$ cat config.mk
export PLATFORM = sky130hd
export DESIGN_NAME = lfsr_rng_gen
export DESIGN_NICKNAME = d
export VERILOG_FILES = /design/src/rtl/lfsr_rng_gen.sv
export SDC_FILE = /design/constraint.sdc
export NUM_CORES = 1
export LEC_CHECK = 0
export BUFFER_PORTS_ARGS = -buffer_cell sky130_fd_sc_hd__buf_2
export CAP_MARGIN = 10
export CORE_AREA = 3 3 40 42
export DETAILED_ROUTE_END_ITERATION = 10
export DIE_AREA = 0 0 43 45
export PLACE_DENSITY_LB_ADDON = 0.25
export SLEW_MARGIN = 20
export SYNTH_ARGS = -nofsm -noshare
export SYNTH_HDL_FRONTEND = slang
export SYNTH_SLANG_ARGS = --single-unit
$ cat constraint.sdc
create_clock -name clk -period 1.5 [get_ports clk]
set_clock_uncertainty 0.05 [all_clocks]
set_input_delay 0.3 -clock clk [delete_from_list [all_inputs] [get_ports clk]]
set_output_delay 0.3 -clock clk [all_outputs]
set_load 0.02 [all_outputs]
$ cat src/rtl/lfsr_rng_gen.sv
// Fibonacci LFSR word generator with valid/ready output, runtime seed load and STEP shifts per word.
// Optional period counter / wrap pulse outputs are built when LFSR_PERIOD_CNT_EN is defined.
module lfsr_rng_gen #(
  parameter int               WIDTH = 5,
  parameter logic [WIDTH-1:0] TAPS  = WIDTH'(5'b10100),
  parameter logic [WIDTH-1:0] SEED  = WIDTH'(5'b00001),
  parameter int               OUT_W = WIDTH,
  parameter int               STEP  = 1
) (
  input  logic             clk,
  input  logic             rst,
  input  logic             en,
  input  logic             seed_load,
  input  logic [WIDTH-1:0] seed_data,
  output logic [OUT_W-1:0] out_data,
  output logic             out_valid,
  input  logic             out_ready
`ifdef LFSR_PERIOD_CNT_EN
  ,
  output logic [WIDTH-1:0] period_cnt,
  output logic             wrap_pulse
`endif
);

  localparam logic [WIDTH-1:0] ONE    = WIDTH'(1);
  localparam logic [WIDTH-1:0] SEED_G = (SEED == '0) ? ONE : SEED;

  logic [WIDTH-1:0] state, adv, nxt, nxt_g, seed_g;
  logic             hs;

  // STEP single shifts unrolled into one combinational advance
  always_comb begin
    adv = state;
    for (int i = 0; i < STEP; i++)
      adv = {adv[WIDTH-2:0], ^(adv & TAPS)};
  end

  assign hs       = out_valid & out_ready;
  assign seed_g   = (seed_data == '0) ? ONE : seed_data;
  assign nxt      = hs ? adv : state;
  assign nxt_g    = (nxt == '0) ? ONE : nxt;
  assign out_data = state[OUT_W-1:0];

  always_ff @(posedge clk) begin
    if (rst) begin
      state     <= SEED_G;
      out_valid <= 1'b0;
    end else if (seed_load) begin
      state     <= seed_g;
      out_valid <= 1'b0;
    end else begin
      state     <= nxt_g;
      out_valid <= en;
    end
  end

`ifdef LFSR_PERIOD_CNT_EN
  logic [WIDTH-1:0] last_seed;

  // wrap is detected when an accepted word brings the state back to the last seed
  always_ff @(posedge clk) begin
    if (rst) begin
      period_cnt <= '0;
      wrap_pulse <= 1'b0;
      last_seed  <= SEED_G;
    end else if (seed_load) begin
      period_cnt <= '0;
      wrap_pulse <= 1'b0;
      last_seed  <= seed_g;
    end else begin
      wrap_pulse <= 1'b0;
      if (hs) begin
        if (nxt_g == last_seed) begin
          period_cnt <= '0;
          wrap_pulse <= 1'b1;
        end else begin
          period_cnt <= period_cnt + 1'b1;
        end
      end
    end
  end
`else
  // core only: no period tracking
`endif

endmodule

==> out/summary.md, run 1 <==
The number of warnings printed during yosys synthesis was 0. The worst register-to-register path begins at out_data[1]. In this run the tightest slew margin relative to its limit is 81.2%. Total congestion overflow: 0.

The path class of the tightest hold or removal check is in -> reg. The tools report the number of DRC markers after the initial detailed-route iteration as 9. In this run the register-to-register setup slack is 270 ps. Adding up every negative setup slack in the final design gives 0 ps. For this run, the slowest stage of the critical path takes 440 ps.

In the finished design, the share of the clock period the worst path needs comes to 82.4%. Timing would allow up to 809 MHz. Of the cells placed in the final design, the portion with a size suffix greater than 1 is 39.2%. Type of element capturing the critical path: an output port. The tool flagged a number of max-cap violations equal to 0. Detailed-routing iteration count for the pre-antenna-repair pass: 4.

Counting every sink on the clock net gives 6. Clock tree synthesis selected as its root buffer the cell sky130_fd_sc_hd__clkbuf_4. At the pin with the least slew margin, the transition time is 282 ps. Post-CTS resize count: 0. The wire length of the first global-routing pass was 1240 um. The total number of H-tree levels came out at 1.

The sum of buffers and inverters on the critical path is 1. Grouping stages by cell kind, the critical path spends the most delay in flip-flops. The multi-input combinational cells in the finished layout cover a total of 171 sq um. The endpoint identified for the worst register-to-register timing path is out_data[0]. Arrival time reported for the critical path endpoint: 890 ps.

The post-synthesis cell type count is 16, and the worst hold path cell count is 2. After the flow finishes, the layout carries non-filler instances totaling 66. The clock passes through at most 2 buffers. Startpoint of the worst hold path: rst. The worst setup path is launched from a flop.

Setup repair after global routing left no endpoint under its margin. Initial cell density of the core: 23.3%. The post-CTS setup buffer count came out at 0. The number of nets in the finished design was 63.

Among all stages on the critical path, the largest delay is contributed by sky130_fd_sc_hd__dfxtp_1. Counting cells, the worst reg-to-reg path comes to 3. The path with the worst hold slack has its endpoint at out_valid. For this block, the routed nets add up to 723 um of wire.

The tools report the core region area as 1280 sq um. From left edge to right edge, the die measures 43 um. The total routing resource utilization after global routing is 9.09%, and the detail-routed via count per cell is 4.89.

The routed length per instance came out at 11.0 um. The tools report the number of cells produced by synthesis as 33. The signal on the critical path passes through buf_2.

The detail route stage leaves a number of antenna-violating nets equal to 0. After filler insertion, the fill cell instance count of the layout stands at 139. For this run, the register share of the synthesized area comes to 40.2%. In the routed design, unresolved DRC markers number 0.

For the number of slew-limit violations in the final report, the log shows 0. Synthesis inferred 6 register bits. Entering global routing, the biggest net connects 13 pins.

The via count of the first global-routing pass was 292; the top fanout value on the critical path was 8. The hold violation total from the final report is 0, and the count of boundary I/O pins is 16. The worst path required time was 1150 ps. For the via count, the log shows 323. The worst setup path is of the reg -> out kind. The worst path needs 1240 ps of the cycle, external delays included.

The global placement routability congestion came out at 0.725. The library cells used most frequently in the layout, excluding fill and tap cells, are 15 x sky130_fd_sc_hd__buf_2, 6 x sky130_fd_sc_hd__dfxtp_1, 5 x sky130_fd_sc_hd__nor3_1, 4 x sky130_fd_sc_hd__nor2b_1, 4 x sky130_fd_sc_hd__a211oi_1. The repair_antennas step left the layout with diodes totalling 0.

The layout overhead on the synthesized area was 38.9%; the post-synth design cell area was 299 sq um. The peak supply drop was 0.386 mV; the vertical extent of the die was 45 um. The clock transition time at the flip-flop clock pins of the worst setup and hold paths is 40 ps. The library cell used most frequently in the layout, excluding fill and tap cells, is sky130_fd_sc_hd__buf_2. Dividing the synthesized area by the synthesized cell count gives 9.06 sq um. For this design, the CTS-stage hold fixing added 0 buffers. The run gives 43 as the net count after synthesis.

Power spread over the standard cell area amounts to 966 nW/um^2. The run finished with clean final reports. The die covers 1940 sq um. The later pin in the worst-skew pair is clocked with a latency of 240 ps. The number of antenna violations at the first check in global routing is 0.

Port buffering added 15 buffers. The run gives 3 as the number of buffers created by CTS. TritonCTS built the clock tree. In this run the core area contains 13 standard-cell rows.

For the number of cells in the design after placement, the log shows 63. For this design the static power due to leakage is 0.193 nW. The run gives 0 as the final number of setup-violating endpoints. Summing all flip-flop and latch instances after layout gives 120 sq um.
## cell type report
cell class / instances / area share (%)
clock buffers: 3 / 5.42
multi-input cells: 26 / 41.3
flip-flops and latches: 6 / 28.9
well taps: 15 / 4.52
repair buffers: 16 / 19.9
## how the worst max path moves through the flow
stage	from	end	slack, ps	cells after the start
after floorplan	out_data[2]	out_data[0]	220	3
after global placement	seed_load	out_data[0]	240	4
after detailed placement	seed_load	out_data[0]	240	4
after CTS	out_valid	out_valid	250	1
after global routing	out_valid	out_valid	200	1
final	out_valid	out_valid	260	1
## logic make-up (layout without fill, tap and decap cells)
group | Yosys count | after routing | share of synthesized area [%]
and+or+nand+nor | 17 | 17 | 33.5
DFF | 6 | 6 | 40.2
buffers and inverters | 1 | 19 | 2.51
AOI/OAI and AO/OA | 8 | 8 | 20.9
xor gates and xnor gates | 1 | 1 | 2.93
## through the flow
stage	instance area, sq um	util (%)	setup slack [ps]	power [mW]	hold slack [ps]
floorplan	299	-	221	0.229	326
global placement	393	30.6	245	0.264	504
detailed placement	393	30.6	237	0.264	501
CTS	415	32.3	249	0.411	245
global route	415	32.3	200	0.431	261
finish	415	32.3	264	0.401	253
## metal layers
metal	share of wire [%]	GRT usage (%)	up-vias
met1	46	10.9	142
met4	0	10.8	0
met3	8.2	1.59	0
met2	46	12.6	15
li1	-	-	166
met5	0	0	-
## flip-flops by register name, summed over array words and instances, names as in the netlist
signal,flops
out_valid,1
out_data,5
## where the power goes
part	leakage [nW]	internal, mW	total [mW]	switching (mW)
clock	0.0138	0.0900	0.141	0.0513
sequential	0.0498	0.171	0.181	0.00969
combinational	0.129	0.0367	0.0789	0.0422
## cell usage after synthesis
| cell type | count | share of area (%) |
|---|---|---|
| sky130_fd_sc_hd__buf_4 | 1 | 2.5 |
| sky130_fd_sc_hd__or4_1 | 1 | 2.5 |
| sky130_fd_sc_hd__a311o_1 | 1 | 3.3 |
| sky130_fd_sc_hd__nor3b_1 | 1 | 2.5 |
| sky130_fd_sc_hd__nor3_1 | 5 | 8.4 |
| sky130_fd_sc_hd__a211o_1 | 1 | 2.9 |
| sky130_fd_sc_hd__nand2_1 | 1 | 1.3 |
| sky130_fd_sc_hd__and3_1 | 3 | 6.3 |
| sky130_fd_sc_hd__dfxtp_1 | 6 | 40 |
| sky130_fd_sc_hd__nand3_1 | 1 | 1.7 |
| sky130_fd_sc_hd__a211oi_1 | 4 | 10 |
| sky130_fd_sc_hd__a221oi_1 | 1 | 2.9 |
| sky130_fd_sc_hd__and3_2 | 1 | 2.5 |
| sky130_fd_sc_hd__a21oi_1 | 1 | 1.7 |
| sky130_fd_sc_hd__nor2b_1 | 4 | 8.4 |
| sky130_fd_sc_hd__xnor2_1 | 1 | 2.9 |
Power figures use the tool's default switching activity.
==> inputs of run 2 (changes only) <==
Clock period 1.5 ns to 1.3 ns, I/O delays scaled along.
==> run 2 against run 1 <==
Against the previous run:
- worst setup slack worse by 210 ps
- global-route usage down 0.42 points
- via count fell by 1.2%
- clock power is 18% higher
- critical path type is now reg -> reg
==> out/summary.md, run 2 (synthesis gave the netlist of run 1 again) <==
The flow ran to the end, and the final reports show no timing, DRC or antenna violations. The final number of setup-violating endpoints is 0 (unchanged), and the final hold slack is 188 ps (was 253 ps). Post-route clock period utilization: 95.5%. Leading cell types in the layout, fill and taps excluded: 15 x sky130_fd_sc_hd__buf_2, 5 x sky130_fd_sc_hd__nor3_1, 5 x sky130_fd_sc_hd__dfxtp_1, 4 x sky130_fd_sc_hd__nor2b_1, 4 x sky130_fd_sc_hd__a211oi_1 (was 15 x sky130_fd_sc_hd__buf_2, 6 x sky130_fd_sc_hd__dfxtp_1, 5 x sky130_fd_sc_hd__nor3_1, 4 x sky130_fd_sc_hd__nor2b_1, 4 x sky130_fd_sc_hd__a211oi_1). The die outline width was 43 um (unchanged).

Static timing analysis puts the maximum clock frequency at 805 MHz. The tools report the hold violation total from the final report as 0 (unchanged). TritonCTS built the clock tree.

The number of DRC markers after the initial detailed-route iteration is 2 (was 9). The fraction of final layout cells with drive strength greater than 1 is 43.4% (was 39.2%). The power per cell area was 1090 nW/um^2 (was 966 nW/um^2).

The tools report the worst-case hold path end point as out_valid (unchanged). Total number of H-tree levels: 1 (unchanged). The transition time of the tightest slew-check pin is 267 ps (was 282 ps), and the count of max-cap constraint violations is 0 (unchanged). The run gives 8.67% (was 9.09%) as the total routing resource utilization after global routing. Setup repair after global routing left no endpoint under its margin.

Total number of clock tree sinks: 6 (unchanged). The master cell of the clock root buffer is sky130_fd_sc_hd__clkbuf_4 (unchanged). The tools report the startpoint of the worst hold path as seed_load (was rst). Number of slew-limit violations in the final report: 0 (unchanged). The worst hold path cell count came out at 2 (unchanged). The initial cell density of the core came out at 23.3% (unchanged).

Setup slack on the worst flop-to-flop path: 60 ps (was 270 ps). The detail-routed via count per cell is 4.69 (was 4.89), and the flip-flop count of the largest register, all copies and words added is 5 (unchanged). For the core region area, the log shows 1280 sq um (unchanged).

The vertical extent of the die works out to 45 um (unchanged). For the post-CTS setup buffer count, the log shows 0 (unchanged). The total wire length came out at 731 um (was 723 um). The tools report the wire length of the first global-routing pass as 1190 um (was 1240 um). The type of element capturing the critical path was a flop (was an output port).

The tools report the sort of element at the start of the critical path as a flop (unchanged). The number of nets in the finished design was 65 (was 63). The class of the worst hold path was in -> reg (unchanged).

Arrival time reported for the critical path endpoint: 1370 ps (was 890 ps). The start-to-end type of the worst setup path is reg -> reg (was reg -> out). The clock transition time at the flip-flop clock pins of the worst setup and hold paths is 40 ps (about the same), and the count of buffers inserted at the top-level ports is 15 (unchanged). The number of antenna violations at the first check in global routing is 0 (unchanged), and the relative max-transition margin is 82.2% (was 81.2%).

The tools report the largest net degree at the start of global routing as 9 (was 13). Critical register-to-register path endpoint: out_data[0] (unchanged). The tools report the number of design rule violations left after detail routing as 0 (unchanged). Number of inserted diodes: 0 (unchanged). The placement row count was 13 (unchanged); the via count of the first global-routing pass was 281 (was 292). The top fanout value on the critical path is 4 (was 8).

The logs give 319 (was 323) for the via count and 3 (unchanged) for the number of buffers created by CTS. The global placement routability congestion came out at 0.688 (was 0.725). The leakage power summed over all cells is 0.203 nW (was 0.193 nW), and the routed length per instance is 10.8 um (was 11.0 um). The logs give 0.422 mV (was 0.386 mV) for the peak supply drop and 0 (unchanged) for the remaining antenna violation count. The detailed-routing iteration count for the pre-antenna-repair pass is 3 (was 4). The worst-case reg-to-reg path depth was 3 (unchanged); the final period demand of the worst path was 1240 ps. The launch instance of the worst register-to-register path is out_data[1] (unchanged). For the area of the die, the log shows 1940 sq um (unchanged). The run gives 1430 ps (was 1150 ps) as the worst path required time. Leading cell type in the layout, fill and taps excluded: sky130_fd_sc_hd__buf_2 (unchanged). The clock insertion delay at the later pin of the skew report is 240 ps (about the same). The logs give 2 (unchanged) for the deepest clock path buffer count and 0 (unchanged) for the total congestion overflow. The layout overhead on the synthesized area is 44.4% (was 38.9%).

The count of boundary I/O pins was 16 (unchanged); the total negative slack was 0 ps (unchanged).
run 2: worst max path at each step:
stage	start	endpoint	slack (ps)
after floorplan	out_data[2]	out_data[0]	20
after global placement	out_data[1]	out_data[0]	90
after detailed placement	out_data[1]	out_data[0]	80
after CTS	out_data[1]	out_data[0]	70
after global routing	out_data[1]	out_data[0]	2
final	out_data[1]	out_data[0]	60
run 2: through the flow:
| stage | worst slack (ps) | utilization, % | std cells | power [mW] | cell area [sq um] |
|---|---|---|---|---|---|
| after detailed placement | 75.5 | 31.7 | 65 | 0.310 | 408 |
| after CTS | 65.9 | 33.5 | 68 | 0.482 | 430 |
| final | 58.3 | 33.6 | 68 | 0.472 | 432 |
| after floorplan | 20.6 | - | 33 | 0.264 | 299 |
| after global placement | 90.4 | 31.7 | 65 | 0.311 | 408 |
| after global routing | 1.96 | 33.6 | 68 | 0.502 | 432 |
run 2: power breakdown:
part / internal, mW / leakage, nW / switching, mW
Clock: 0.104 / 0.0138 / 0.0621
Combinational: 0.0470 / 0.139 / 0.0513
Sequential: 0.198 / 0.0501 / 0.00979
run 2: area by class of cell:
cell class,instances,area [sq um]
Clock buffer,3,22.5
Multi-Input combinational cell,26,171
Sequential cell,6,121
Timing Repair Buffer,18,97.6
Tap cell,15,18.8
Fill cell,130,853
run 2: critical path, stage by stage (launching register included):
cell and delay, ps:
sky130_fd_sc_hd__dfxtp_2 320, sky130_fd_sc_hd__or4_1 520, sky130_fd_sc_hd__a211o_1 240, sky130_fd_sc_hd__nand3_1 60
run 2: routing by layer:
layer	track usage, %	share of wire, %	wire, um
met2	11.1	44	322
met1	10.9	46	338
met5	0	0	0
met4	9.04	2.3	17
met3	2.79	7.3	53
run 2: what timing repair did:
item	4_1_cts	5_1_grt
hold buffers	0	0
gates resized for setup	0	1
endpoints found under the setup margin	0	1
